File: src/rtl/p45_writeback.sv
// Memory-access and register-writeback stage of the SIMPLE 16-bit processor.
// ALU ops retire in one cycle; loads/stores stall in MEM until ack or timeout.
module p45_writeback #(
  parameter int TIMEOUT = 255
) (
  input  logic        clock,
  input  logic        reset,
  input  logic        in_valid,
  output logic        in_ready,
  input  logic [15:0] aluresult,
  input  logic        writereg,
  input  logic [1:0]  memwrite,
  input  logic [2:0]  regaddress,
  input  logic [15:0] address,
  input  logic [15:0] storedata,
  output logic        mem_req,
  output logic        mem_we,
  output logic [15:0] mem_addr,
  output logic [15:0] mem_wdata,
  input  logic [15:0] mem_rdata,
  input  logic        mem_ack,
  output logic        writeflag,
  output logic [2:0]  writetarget,
  output logic [15:0] writeval,
  output logic [15:0] retired,
  output logic        err
);

  localparam int CW = (TIMEOUT > 1) ? $clog2(TIMEOUT) : 1;

  typedef enum logic {
    IDLE = 1'b0,
    MEM  = 1'b1
  } state_t;

  state_t        r_state;
  state_t        w_nextState;

  logic          r_memReq;
  logic          r_memWe;
  logic [15:0]   r_memAddr;
  logic [15:0]   r_memWdata;
  logic          r_writeflag;
  logic [2:0]    r_writetarget;
  logic [15:0]   r_writeval;
  logic [15:0]   r_retired;
  logic          r_err;
  logic          r_wbEn;
  logic [2:0]    r_wbReg;
  logic [CW-1:0] r_waitCnt;

  logic          w_isMem;
  logic          w_accept;
  logic          w_aluAccept;
  logic          w_memAccept;
  logic          w_ack;
  logic          w_timeout;

  always_comb begin
    w_isMem     = (memwrite == 2'b01) || (memwrite == 2'b10);
    w_accept    = (r_state == IDLE) && in_valid;
    w_aluAccept = w_accept && !w_isMem;
    w_memAccept = w_accept && w_isMem;
    w_ack       = (r_state == MEM) && mem_ack;
    // The ack takes priority, so a timeout only fires on an edge without ack.
    w_timeout   = (r_state == MEM) && !mem_ack && (r_waitCnt == CW'(TIMEOUT - 1));
  end

  always_comb begin
    w_nextState = r_state;
    case (r_state)
      IDLE:    if (w_memAccept) w_nextState = MEM;
      MEM:     if (w_ack || w_timeout) w_nextState = IDLE;
      default: w_nextState = IDLE;
    endcase
  end

  always_ff @(posedge clock) begin
    if (reset) r_state <= IDLE;
    else       r_state <= w_nextState;
  end

  always_ff @(posedge clock) begin
    if (reset) begin
      r_memReq      <= 1'b0;
      r_memWe       <= 1'b0;
      r_memAddr     <= '0;
      r_memWdata    <= '0;
      r_writeflag   <= 1'b0;
      r_writetarget <= '0;
      r_writeval    <= '0;
      r_retired     <= '0;
      r_err         <= 1'b0;
      r_wbEn        <= 1'b0;
      r_wbReg       <= '0;
      r_waitCnt     <= '0;
    end else begin
      r_writeflag <= 1'b0;
      if (w_aluAccept) begin
        r_writeflag   <= writereg;
        r_writetarget <= regaddress;
        r_writeval    <= aluresult;
        r_retired     <= r_retired + 16'd1;
      end else if (w_memAccept) begin
        r_memReq   <= 1'b1;
        r_memWe    <= (memwrite == 2'b10);
        r_memAddr  <= address;
        r_memWdata <= storedata;
        r_wbEn     <= writereg;
        r_wbReg    <= regaddress;
        r_waitCnt  <= '0;
      end else if (w_ack) begin
        r_memReq  <= 1'b0;
        r_retired <= r_retired + 16'd1;
        if (!r_memWe) begin
          r_writeflag   <= r_wbEn;
          r_writetarget <= r_wbReg;
          r_writeval    <= mem_rdata;
        end
      end else if (r_state == MEM) begin
        r_waitCnt <= r_waitCnt + 1'b1;
        if (w_timeout) begin
          r_memReq <= 1'b0;
          r_err    <= 1'b1;
        end
      end
    end
  end

  assign in_ready    = (r_state == IDLE);
  assign mem_req     = r_memReq;
  assign mem_we      = r_memWe;
  assign mem_addr    = r_memAddr;
  assign mem_wdata   = r_memWdata;
  assign writeflag   = r_writeflag;
  assign writetarget = r_writetarget;
  assign writeval    = r_writeval;
  assign retired     = r_retired;
  assign err         = r_err;

endmodule

File: config.mk
export PLATFORM = sky130hd
export DESIGN_NAME = p45_writeback
export DESIGN_NICKNAME = d
export VERILOG_FILES = /design/src/rtl/p45_writeback.sv
export SDC_FILE = /design/constraint.sdc
export NUM_CORES = 1
export LEC_CHECK = 0
export ABC_AREA = 0
export CAP_MARGIN = 40
export CORE_MARGIN = 5
export CORE_UTILIZATION = 39
export CTS_CLUSTER_DIAMETER = 120
export CTS_CLUSTER_SIZE = 10
export DETAILED_ROUTE_END_ITERATION = 8
export PLACE_DENSITY = 0.73
export SLEW_MARGIN = 20
export SYNTH_ARGS = -nofsm -noshare
export SYNTH_HDL_FRONTEND = slang
export SYNTH_SLANG_ARGS = --single-unit
File: constraint.sdc
create_clock -name clock -period 2.48 [get_ports clock]
set_input_delay 0.496 -clock clock [delete_from_list [all_inputs] [get_ports clock]]
set_output_delay 0.496 -clock clock [all_outputs]
set_load 0.01 [all_outputs]
==> out/metrics.yaml, run 1 <==
run_status:
  status: "complete, no violations"
logic_synthesis:
  synth_xor_area_share_pct: 3.12
  synthTopCellsByArea: "dfxtp_1, nand2_1, a21oi_1"
  synthAdderAreaFrac_pct: 1.49
  syn_inst: 396
  synth_simple_gate_area_share_pct: 20.1
  ys_seq_elements: 84
  synthFlopType: "dfxtp_1"
  synth-compound-area-share_pct: 15.5
  synthArstFlopShare_pct: 0
  yosys.area.top_type_share_pct: 50.0
  yosys.area.top_type: "dfxtp_1"
  synth-edff-count: 0
  ys_top_cells_by_count: "dfxtp_1, nand2_1, a21oi_1"
  seq_area_frac_synth_pct: 50.0
  synth_top_family_by_area: "simple AND/OR/NAND/NOR gates"
  yosys_warnings: 0
  syn_area_um2: 3360
  synth_mux_area_share_pct: 5.65
  synth_nets: 474
  syn_area_per_cell_um2: 8.50
  synth.distinct_cells: 28
timing:
  fmax_mhz: 458
  holdWs_ps: 455
  grt_setup_unrepaired: "false"
  hold_violations: 0
  fin_tns_setup_ps: 0
  min_period_over_period_pct: 88.1
  tightest_slew_ps: 459
  clock_skew_ps: 12.0
  fin_crit_ps: 2190
  setup_viol_count_final: 0
  slew_headroom_pct: 69.4
  maxSlewViolCount: 0
route:
  num_vias: 3259
  drtPass1Iterations: 6
  wl_um: 9370
  ant_nets: 0
  via_per_inst: 5.04
  drc_errors: 0
  first_iter_violations: 123
  wl_per_cell_um: 14.5
cells_and_area:
  multi_input_area_um2: 1550
  fin_area_um2: 5120
  post-route-util_pct: 61.7
  register_area_um2: 1680
  stdcell_count: 647
  nFillCells: 728
  fin_nets: 615
  syn2layout_area_growth_pct: 52.2
  antenna_cells: 0
  drive_gt1_share_pct: 5.54
clock_tree:
  cts-root-buf: "clkbuf_8"
  clk_pin_slew_ps: 80
  numCtsBuffers: 9
  cts_buffer_depth: 2
  cts_tree: "done"
  cts_resized: 0
  post_cts_buffers: 0
  clock-sinks: 84
  holdBufCountCts: 0
  htreeDepth: 3
  insertion_delay_ps: 340
job:
  drv_cap: 0
grt:
  globalRouteMet2Util_pct: 29.6
  grt_first_pass_wirelength_um: 15000
  overflow: 0
  grt_max_degree: 46
  met3_usage_pct: 5.28
  grt_antenna_before_repair: 0
  grtUsageTotal_pct: 17.7
  top_usage_layer: "met2"
  grt_pass1_vias: 3216
  met1_usage_pct: 21.4
placement:
  port_buffers: 145
  dp.cells: 631
  hpwl_um: 6870
  gp_congestion: 0.750
  placed_cell_area_um2: 4940
power:
  p_sw_mw: 0.720
  switching_share_pct: 25.2
  p_per_area_nw_per_um2: 558
  p_leak_nw: 1.78
  pwr-share-seq_pct: 51.2
  p_int_mw: 2.14
  ir_drop_v: 0.000264
  p_comb_share_pct: 18.1
  p_clk_share_pct: 30.7
critical_path:
  arrival_ps: 2460
  critPathMaxStageDelay_ps: 530
  r2r-start: "retired[2]$_SDFFE_PP0P_"
  rrSetupSlack_ps: 770
  path_buf_inv: 2
  crit_start: "memwrite[0]"
  critPathLaunchType: "input pin"
  crit_family: "compound AO/OA/AOI/OAI gates"
  cp_cell_sequence: "clkdlybuf4s50_1 -> inv_1 -> ha_1 -> nand3b_4 -> a2111o_1 -> or3_1 -> a21oi_1"
  path_max_fanout: 10
  critPathKind: "input pin to flip-flop"
  worst_setup_path_end_kind: "flip-flop"
  required_ps: 2750
  cpMaxStageDelayCell: "a2111o_1"
floorplanning:
  die-area_um2: 10600
  ios: 146
  die_w_um: 103
  floorplan.die.height_um: 103
  core_area_um2: 8300
  initial_core_util_pct: 40.5
  row_count: 33
hold_path:
  worstHoldStart: "mem_wdata[15]$_SDFFE_PP0P_"
  holdCritPathClass: "flip-flop to flip-flop"
## power by group through the flow
stage	clock network, mW	registers (mW)	logic [mW]
after floorplan	0	1.52	0.185
after global placement	0	1.49	0.516
after detailed placement	0	1.49	0.523
after CTS	0.912	1.46	0.525
after global routing	0.967	1.47	0.565
final	0.877	1.46	0.518
## routing by layer
layer,share of wire [%],up-vias
li1,-,1626
met5,0,-
met2,50,106
met3,7.2,9
met1,41,1518
met4,1.4,0
## cell usage in the layout, fill, tap and decap left out, types with 4 or more instances in the layout
cell type        count
a211oi_1            21
a21oi_1             55
buf_4                9
clkbuf_8            11
clkdlybuf4s50_1    144
dfxtp_1             84
ha_1                 4
inv_1                6
mux2i_1             19
nand2_1             84
nand3_1              7
nand4_1              6
nor2_1              36
o21ai_0             12
or3_1               10
xnor2_1              7
xor2_1               5
## flip-flops by register name (all words and copies together), names as in the netlist
| register | cells |
|---|---|
| err | 1 |
| mem_addr | 16 |
| mem_req | 1 |
| mem_wdata | 16 |
| mem_we | 1 |
| r_state | 1 |
| r_waitCnt | 8 |
| r_wbEn | 1 |
| r_wbReg | 3 |
| retired | 16 |
| writeflag | 1 |
| writetarget | 3 |
| writeval | 16 |
## logic make-up after synthesis
family,Yosys count
AOI/OAI and AO/OA,91
xor gates and xnor gates,12
adders and majority gates,4
buffers and inverters,32
DFF,84
muxes,19
and+or+nand+nor,154
## worst min-delay path: stages, from the launching register on
cell,delay [ps]
dfxtp_1,310
nand2_1,50
a21oi_1,50
## stage by stage
step	setup slack [ps]	total power [mW]
2_1_floorplan	435	1.70
3_3_place_gp	-16.5	2.01
3_5_place_dp	-63.6	2.02
4_1_cts	304	2.90
5_1_grt	218	3.00
6_report	294	2.86
## layout make-up
type / instances / share of cell area (%)
Inverter: 6 / 0.440
Sequential cell: 84 / 32.8
Clock buffer: 13 / 3.10
Tap cell: 105 / 2.56
Timing Repair Buffer: 156 / 30.3
Clock inverter: 3 / 0.415
Multi-Input combinational cell: 280 / 30.3
## path summary, 6_finish.rpt
path         depth (start not counted)                    endpoint
max                                  7    retired[11]$_SDFFE_PP0P_
min                                  2  mem_wdata[15]$_SDFFE_PP0P_
max reg2reg                          4    retired[11]$_SDFFE_PP0P_
min reg2reg                          2  mem_wdata[15]$_SDFFE_PP0P_
Power figures use the tool's default switching activity.
==> inputs of run 2 (changes only) <==
--- a/config.mk
+++ b/config.mk
@@ -13,7 +13,7 @@
 export CTS_CLUSTER_SIZE = 10
 export DETAILED_ROUTE_END_ITERATION = 8
 export PLACE_DENSITY = 0.73
-export SLEW_MARGIN = 20
+export SLEW_MARGIN = 5
 export SYNTH_ARGS = -nofsm -noshare
 export SYNTH_HDL_FRONTEND = slang
 export SYNTH_SLANG_ARGS = --single-unit
==> results of run 2 <==
The final DEF is identical to that of run 1; final timing and power are the same.
